<file path="src/rtl/pipelined_sum_tree_pkg.sv">
// Shared elaboration-time helpers for the baseband math blocks:
// the adder-tree depth and the split of tree levels into register stages.
package rfid_math_pkg;

    function automatic int unsigned sum_levels(input int unsigned n);
        int unsigned l;
        l = 1;
        for (int unsigned i = 1; i < 32; i++)
            if ((64'd1 << i) < 64'(n)) l = i + 1;
        return l;
    endfunction

    // The first levels%stages stages absorb one extra level each.
    function automatic int unsigned stage_levels(input int unsigned levels,
                                                 input int unsigned stages,
                                                 input int unsigned s);
        return (s < (levels % stages)) ? (levels / stages) + 1 : (levels / stages);
    endfunction

    function automatic int unsigned stage_first_level(input int unsigned levels,
                                                      input int unsigned stages,
                                                      input int unsigned s);
        int unsigned first;
        first = 1;
        for (int unsigned i = 0; i < s; i++)
            first = first + stage_levels(levels, stages, i);
        return first;
    endfunction

    function automatic bit is_stage_end(input int unsigned levels,
                                        input int unsigned stages,
                                        input int unsigned l);
        bit hit;
        hit = 1'b0;
        for (int unsigned s = 0; s < stages; s++)
            if (stage_first_level(levels, stages, s) + stage_levels(levels, stages, s) - 1 == l)
                hit = 1'b1;
        return hit;
    endfunction

endpackage

</file>
<file path="src/rtl/sum_tree_level.sv">
// One combinational adder-tree level: adds adjacent operand pairs,
// widening each result by one bit so nothing can overflow.
module sum_tree_level #(
    parameter int unsigned PAIR_NUM = 1,
    parameter int unsigned IN_WIDTH = 8,
    parameter bit          SIGNED   = 1'b0
) (
    input  logic [2*PAIR_NUM*IN_WIDTH-1:0]   in_dat_i,
    output logic [PAIR_NUM*(IN_WIDTH+1)-1:0] sum_o
);

    for (genvar p = 0; p < PAIR_NUM; p++) begin : g_pair
        logic [IN_WIDTH-1:0] a;
        logic [IN_WIDTH-1:0] b;
        logic                ext_a;
        logic                ext_b;

        assign a     = in_dat_i[(2*p)*IN_WIDTH   +: IN_WIDTH];
        assign b     = in_dat_i[(2*p+1)*IN_WIDTH +: IN_WIDTH];
        assign ext_a = SIGNED ? a[IN_WIDTH-1] : 1'b0;
        assign ext_b = SIGNED ? b[IN_WIDTH-1] : 1'b0;

        assign sum_o[p*(IN_WIDTH+1) +: IN_WIDTH+1] = {ext_a, a} + {ext_b, b};
    end

endmodule

</file>
<file path="src/rtl/pipelined_sum_tree.sv">
// Pipelined adder tree reducing INPUT_NUM operands to one sum, with a
// valid/ready handshake and a single global advance for all stages.
module pipelined_sum_tree
    import rfid_math_pkg::*;
#(
    parameter int unsigned INPUT_NUM   = 8,
    parameter int unsigned INPUT_WIDTH = 8,
    parameter int unsigned STAGE_NUM   = 2,
    parameter bit          SIGNED      = 1'b0
) (
    input  logic                                          clk,
    input  logic                                          rst_n,
    input  logic [INPUT_NUM*INPUT_WIDTH-1:0]              in_dat,
    input  logic                                          in_val,
    output logic                                          in_rdy,
    output logic [INPUT_WIDTH+sum_levels(INPUT_NUM)-1:0]  out_dat,
    output logic                                          out_val,
    input  logic                                          out_rdy
);

    localparam int unsigned LEVEL_NUM = sum_levels(INPUT_NUM);
    localparam int unsigned LEAF_NUM  = 1 << LEVEL_NUM;

    if (INPUT_NUM < 2 || STAGE_NUM < 1 || STAGE_NUM > LEVEL_NUM) begin : g_bad_cfg
        $error("pipelined_sum_tree: INPUT_NUM must be >= 2 and STAGE_NUM in 1..LEVEL_NUM");
    end

    logic                          adv;
    logic [STAGE_NUM-1:0]          v_q;
    logic [STAGE_NUM-1:0]          v_d;
    logic [LEAF_NUM*INPUT_WIDTH-1:0] leaf;

    assign adv     = out_rdy | ~v_q[STAGE_NUM-1];
    assign in_rdy  = adv;
    assign out_val = v_q[STAGE_NUM-1];

    // Zero operands fill the tree up to a power of two; they do not change the sum.
    assign leaf = (LEAF_NUM*INPUT_WIDTH)'(in_dat);

    always_comb begin
        v_d = v_q;
        if (adv) begin
            v_d[0] = in_val;
            for (int unsigned s = 1; s < STAGE_NUM; s++)
                v_d[s] = v_q[s-1];
        end
    end

    always_ff @(posedge clk) begin
        if (!rst_n) v_q <= '0;
        else        v_q <= v_d;
    end

    for (genvar l = 1; l <= LEVEL_NUM; l++) begin : g_lvl
        localparam int unsigned PAIRS = LEAF_NUM >> l;
        localparam int unsigned IW    = INPUT_WIDTH + l - 1;

        logic [2*PAIRS*IW-1:0]     lvl_in;
        logic [PAIRS*(IW+1)-1:0]   sum_d;
        logic [PAIRS*(IW+1)-1:0]   lvl_out;

        if (l == 1) begin : g_leaf
            assign lvl_in = leaf;
        end else begin : g_chain
            assign lvl_in = g_lvl[l-1].lvl_out;
        end

        sum_tree_level #(
            .PAIR_NUM (PAIRS),
            .IN_WIDTH (IW),
            .SIGNED   (SIGNED)
        ) u_level (
            .in_dat_i (lvl_in),
            .sum_o    (sum_d)
        );

        // Data registers carry no reset; only the valid bits define occupancy.
        if (is_stage_end(LEVEL_NUM, STAGE_NUM, l)) begin : g_reg
            logic [PAIRS*(IW+1)-1:0] sum_q;
            always_ff @(posedge clk) begin
                if (adv) sum_q <= sum_d;
            end
            assign lvl_out = sum_q;
        end else begin : g_comb
            assign lvl_out = sum_d;
        end
    end

    assign out_dat = g_lvl[LEVEL_NUM].lvl_out;

endmodule

</file>
<file path="config.mk">
export PLATFORM = sky130hd
export DESIGN_NAME = pipelined_sum_tree
export DESIGN_NICKNAME = d
export VERILOG_FILES = /design/src/rtl/pipelined_sum_tree_pkg.sv /design/src/rtl/sum_tree_level.sv /design/src/rtl/pipelined_sum_tree.sv
export SDC_FILE = /design/constraint.sdc
export NUM_CORES = 1
export LEC_CHECK = 0
export BUFFER_PORTS_ARGS = -buffer_cell sky130_fd_sc_hd__buf_2
export CORE_MARGIN = 5
export CORE_UTILIZATION = 44
export DETAILED_ROUTE_END_ITERATION = 10
export GPL_TIMING_DRIVEN = 0
export PLACE_DENSITY = 0.69
export REMOVE_ABC_BUFFERS = 1
export SLEW_MARGIN = 20
export SYNTH_ARGS = -nofsm -noshare
export SYNTH_HDL_FRONTEND = slang
export SYNTH_SLANG_ARGS = --single-unit
</file>
<file path="constraint.sdc">
create_clock -name clk -period 3.5 [get_ports clk]
set_input_delay 0.35 -clock clk [delete_from_list [all_inputs] [get_ports clk]]
set_output_delay 0.35 -clock clk [all_outputs]
set_load 0.02 [all_outputs]
</file>
==> results of run 1 <==
[registers in the layout (all words and copies together) (netlist names)]
name               count
v_q                    2
out_dat               11
g_lvl.g_reg.sum_q     20
[per-layer routing]
metal / vias up / routed length (µm)
met4: 0 / 38
met3: 8 / 353
li1: 1052 / -
met2: 44 / 2400
met1: 954 / 1847
met5: - / 0
[cell type report]
type,count,area share
multi-input combinational,157,0.4636
inverter,91,0.09647
sequential,33,0.2742
timing repair buffer,80,0.1131
tap,77,0.02721
clock buffer,8,0.02544
[stage by stage]
stage               cells  instance area (µm²)  setup slack (ns)
CTS                   446                 3541            0.5264
detailed placement    438                 3451            0.2359
floorplan             281                 2952            0.4851
global placement      438                 3448            0.2474
global route          446                 3541            0.3761
finish                446                 3541            0.5538
[power by group through the flow]
stage / sequential, mW / combinational, mW / clock, mW
final: 0.786 / 1.46 / 0.286
after global routing: 0.803 / 1.66 / 0.311
after CTS: 0.792 / 1.47 / 0.296
after detailed placement: 0.798 / 1.46 / 0
after global placement: 0.796 / 1.43 / 0
after floorplan: 0.868 / 1.07 / 0
[cell usage in the layout (no fill, tap or decap), types with 2 or more instances in the layout]
cell and instances:
nor3_1 6, edfxtp_1 31, dfxtp_1 2, fa_1 33
nor4_1 2, nand3_1 5, xor2_1 7, xnor2_1 13
a31oi_1 2, clkbuf_8 6, nand2_1 9, o21ai_0 5
a21o_1 5, clkbuf_1 2, buf_2 80, nor2_1 10
inv_1 91, ha_1 28, a21oi_1 12
[logic make-up after synthesis]
logic type      count (synthesis)  synth area share
xor+xnor                       20           0.05935
flops                          33            0.3290
buf+inv                        91            0.1157
simple gates                   41           0.06910
mux                             1          0.003391
fa+ha+maj                      61            0.3425
compound gates                 34           0.08097
[path summary, 6_finish.rpt]
check / start / endpoint / slack, ns / cells past startpoint
worst max-delay path: in_dat[33] / g_lvl[2].g_reg.sum_q[19]$_DFFE_PP_ / 0.55 / 12
worst min-delay path: rst_n / v_q[0]$_SDFFE_PN0P_ / 0.31 / 2
worst max register to register: g_lvl[2].g_reg.sum_q[10]$_DFFE_PP_ / out_dat[10]$_DFFE_PP_ / 1.38 / 8
worst min register to register: v_q[0]$_SDFFE_PN0P_ / v_q[1]$_SDFFE_PN0P_ / 0.47 / 2
==> results.yml, run 1 <==
floorplan:
  core-area_um2: 6422
  design.die.area_um2: 8447
  rows: 29
  die_h_um: 91.91
  io_pins: 81
  initial_core_util: 0.4596
  die_w_um: 91.91
route:
  drc_errors: 0
  routedWlPerCell_um: 10.40
  vias_per_cell: 4.614
  drt_wl_total_um: 4640
  first_pass_iters: 4
  via_count: 2058
  ant_nets: 0
  drt_iter0_drc: 40
synth:
  ys_ff_latch: 33
  netlist_top_cells_count: "inv_1, fa_1, edfxtp_1"
  synth.top_cell.area_share: 0.3154
  synth_ff_type: "edfxtp_1"
  syn_area_per_cell_um2: 10.50
  synth-edff-count: 31
  synthTopCellsByArea: "edfxtp_1, fa_1, ha_1, inv_1, xnor2_1"
  netlist_area_um2: 2952
  synth_seq_area_share: 0.3290
  synthCells: 281
  yosys_warnings: 0
  synth-async-reset-ratio: 0
  yosysUniqueCellTypes: 35
  yosysMostFrequentCell: "inv_1"
  synth_top_cell_by_area: "edfxtp_1"
clocking:
  clkTransAtPathRegs_ns: 0.06
  clkLatencyLatePin_ns: 0.28
  cts_max_path_buffers: 2
  cts_hold_buf: 0
  cts_made_buffers: 5
  ctsResizeCount: 0
  root_buffer: "clkbuf_8"
  cts_setup_buffers: 0
  htree_levels: 2
  cts_tree: "built"
  cts_sinks: 33
finish:
  antennaDiodeCount: 0
  drive_gt1_frac: 0.2547
  areaGrowthSynthToFinish_pct: 19.97
  fill_cells: 594
  multi_input_area_um2: 1642
  nNetsFinal: 497
  utilization: 0.5513
  seq_area_um2: 970.9
placement:
  dp_hpwl_um: 3989
  port_buffers: 80
  gp_congestion: 0.8127
power:
  total_leakage_power_nw: 1.889
  total_power_mw: 2.527
  pwr-share-seq: 0.311
  p_sw_mw: 0.9826
  comb_power_share: 0.576
  p_per_area_nw_per_um2: 713.7
  p_sw_frac: 0.3888
  ir_drop_mv: 0.3303
  power_frac_clock: 0.113
  p_int_mw: 1.545
setup_path:
  arrival_ns: 2.97
  end_kind: "register"
  path_cells: "buf_2, inv_1, fa_1, inv_1, fa_1, ha_1, fa_1, a21o_1, a21oi_1, o21ai_0, nor4_1, nor3_1"
  cp_max_fo: 2
  max_stage_delay_ns: 0.52
  crit_required_ns: 3.53
  cp_slowest_cell: "fa_1"
  cpMostUsedCell: "fa_1"
  crit_family: "adder cells"
  crit_buf_inv: 3
  criticalPathCategory: "input pin to register"
  cp-start-kind: "input pin"
sta:
  relSlewSlack: 0.4507
  fin_worst_skew_ns: 0.007853
  finalHoldViolCount: 0
  clock.fmax_ghz: 0.3394
  rsz0062_at_grt: "false"
  fin_tns_setup_ns: 0
  setup_violations: 0
  maxSlewViolCount: 0
  layout_min_cycle_time_ns: 2.946
  worstMarginPinSlew_ns: 0.8240
  finalCritPeriodShare: 0.8418
  worst_hold_slack_ns: 0.3099
global_route:
  busiest_layer: "met2"
  grt_max_degree: 35
  grt_pass1_wl_um: 8369
  grt_overflow_total: 0
  met2_usage: 0.2251
  grt_usage: 0.1200
  gr-usage-met3: 0.03846
  grt_pass1_vias: 2134
  grt_antenna_before_repair: 0
  gr-usage-met1: 0.1320
hold_path:
  hp-class: "input pin to register"
run_status:
  status: "complete, no violations"
run:
  drv_cap: 0
(Power assumes the default switching activity.)
==> inputs of run 2 (changes only) <==
--- a/config.mk
+++ b/config.mk
@@ -10,7 +10,7 @@
 export CORE_UTILIZATION = 44
 export DETAILED_ROUTE_END_ITERATION = 10
 export GPL_TIMING_DRIVEN = 0
-export PLACE_DENSITY = 0.69
+export PLACE_DENSITY = 0.72
 export REMOVE_ABC_BUFFERS = 1
 export SLEW_MARGIN = 20
 export SYNTH_ARGS = -nofsm -noshare
==> constraint.sdc (replaced) <==
create_clock -name clk -period 2.4 [get_ports clk]
set_input_delay 0.24 -clock clk [delete_from_list [all_inputs] [get_ports clk]]
set_output_delay 0.24 -clock clk [all_outputs]
set_load 0.02 [all_outputs]
==> results.yml, run 2 (same netlist as run 1, synthesis figures left out) <==
floorplan:
  core-area_um2: 6422
  design.die.area_um2: 8447
  die_w_um: 91.91
  io_pins: 81
  die_h_um: 91.91
  rows: 29
  initial_core_util: 0.4596
route:
  drc_errors: 0
  first_pass_iters: 4
  drt_wl_total_um: 5033
  ant_nets: 0
  via_count: 2138
  routedWlPerCell_um: 11.09
  drt_iter0_drc: 42
  vias_per_cell: 4.709
clocking:
  cts_sinks: 33
  root_buffer: "clkbuf_8"
  htree_levels: 2
  cts_hold_buf: 0
  clkLatencyLatePin_ns: 0.29
  cts_made_buffers: 5
  cts_max_path_buffers: 2
  cts_tree: "built"
  clkTransAtPathRegs_ns: 0.06
placement:
  dp_hpwl_um: 4119
  dp.cells: 438
  gp_congestion: 0.8233
  port_buffers: 80
  dp_slack_ns: -0.8005
run:
  drv_cap: 0
finish:
  drive_gt1_frac: 0.3475
  antennaDiodeCount: 0
  final_cells: 454
  areaGrowthSynthToFinish_pct: 27.51
  largest_register_ffs: 20
  top_register: "g_lvl.g_reg.sum_q"
  nNetsFinal: 505
  layout_common_cells: "inv_1, buf_2, edfxtp_1, fa_1, ha_1"
  mostFrequentLayoutCell: "inv_1"
sta:
  clock.fmax_ghz: 0.3826
  fin_worst_skew_ns: 0.007448
  setup_violations: 5
  finalCritPeriodShare: 1.089
  fin_ws_ns: -0.2135
  worst_hold_slack_ns: 0.2128
  layout_min_cycle_time_ns: 2.613
  relSlewSlack: 0.4519
  rsz0062_at_grt: "true"
  finalHoldViolCount: 0
  maxSlewViolCount: 0
  worstMarginPinSlew_ns: 0.8222
  fin_tns_setup_ns: -0.5703
setup_path:
  path_cells: "buf_6, inv_2, fa_1, inv_2, fa_1, ha_2, fa_2, a21o_1, a21oi_2, o21ai_2, nor4_2, nor3_1"
  crit_required_ns: 2.44
  arrival_ns: 2.65
  criticalPathCategory: "input pin to register"
  r2r_setup_slack_ns: 0.31
  crit_buf_inv: 3
  reg2reg_depth: 8
  cp_slowest_cell: "fa_1"
  crit_family: "adder cells"
  cp-start-kind: "input pin"
  r2r-end: "out_dat[8]$_DFFE_PP_"
  max_stage_delay_ns: 0.54
  r2r_start: "g_lvl[2].g_reg.sum_q[10]$_DFFE_PP_"
  end_kind: "register"
  cp_max_fo: 2
hold_path:
  hp-class: "input pin to register"
  worstHoldStart: "rst_n"
  hold_depth: 2
  worstHoldEndpoint: "v_q[0]$_SDFFE_PN0P_"
global_route:
  grt_pass1_vias: 2121
  grt_max_degree: 35
  grt_pass1_wl_um: 8493
  grt_overflow_total: 0
  grt_usage: 0.1235
  grt_antenna_before_repair: 0
run_status:
  status: "complete, but fails checks"
  violations: "negative setup slack"
power:
  ir_drop_mv: 0.4516
  p_per_area_nw_per_um2: 1041
  total_leakage_power_nw: 1.940
-- run 2: cell types whose count changed in the layout (fill, tap and decap cells not counted), moves of 6 or more --
cell	previous run	this run
inv_2	0	6
inv_1	91	84
ha_4	0	6
buf_4	0	8
ha_1	28	21
-- run 2: stage by stage --
| stage | utilization | area [µm²] | power, mW |
|---|---|---|---|
| finish | 0.5860 | 3764 | 3.916 |
| detailed placement | 0.5373 | 3451 | 3.309 |
| floorplan | - | 2952 | 2.831 |
| global route | 0.5860 | 3764 | 4.254 |
| global placement | 0.5369 | 3448 | 3.233 |
| CTS | 0.5761 | 3700 | 3.872 |
-- run 2: cell type report --
cell class	instances	area, µm²
tap	77	96.34
timing repair buffer	88	476.7
multi-input combinational	157	1794
clock buffer	5	68.82
inverter	91	344.1
clock inverter	3	12.51
fill	541	2659
sequential	33	970.9
-- run 2: worst max path at each step --
stage	from	to	slack [ns]	cells after the start
final	in_dat[33]	g_lvl[2].g_reg.sum_q[19]$_DFFE_PP_	-0.21	12
after global routing	in_dat[33]	g_lvl[2].g_reg.sum_q[19]$_DFFE_PP_	-0.28	12
after CTS	in_dat[1]	g_lvl[2].g_reg.sum_q[9]$_DFFE_PP_	-0.22	12
after detailed placement	in_dat[1]	g_lvl[2].g_reg.sum_q[9]$_DFFE_PP_	-0.80	12
after global placement	in_dat[1]	g_lvl[2].g_reg.sum_q[9]$_DFFE_PP_	-0.74	12
after floorplan	in_dat[1]	g_lvl[2].g_reg.sum_q[9]$_DFFE_PP_	-0.50	11
-- run 2: power breakdown --
part	leakage (nW)	switching, mW	internal [mW]	total, mW
Combinational	1.55	1.26	1.11	2.38
Clock	0.0430	0.193	0.195	0.388
Sequential	0.344	0.0874	1.06	1.15
-- run 2: worst reg2reg max path: stages, from the launching register on --
cell,delay [ns]
edfxtp_1,0.41
ha_1,0.23
inv_1,0.07
fa_1,0.20
nand2b_1,0.16
a21oi_2,0.08
a2111oi_4,0.40
a21oi_1,0.13
xor2_1,0.16
-- run 2: per-layer routing --
| layer | GRT usage | wire length [µm] | vias up |
|---|---|---|---|
| li1 | - | - | 1071 |
| met1 | 0.1328 | 1894 | 1009 |
| met2 | 0.2354 | 2773 | 47 |
| met3 | 0.02782 | 274 | 11 |
| met4 | 0.04455 | 91 | 0 |
| met5 | 0 | 0 | - |
-- run 2: repair_timing --
action / CTS / global route
cloned: 0 / 0
gates resized for setup: 26 / 13
pin swaps: 25 / 12
endpoints found under the hold margin: 0 / 0
endpoints found under the setup margin: 8 / 9
buffers inserted: 5 / 4
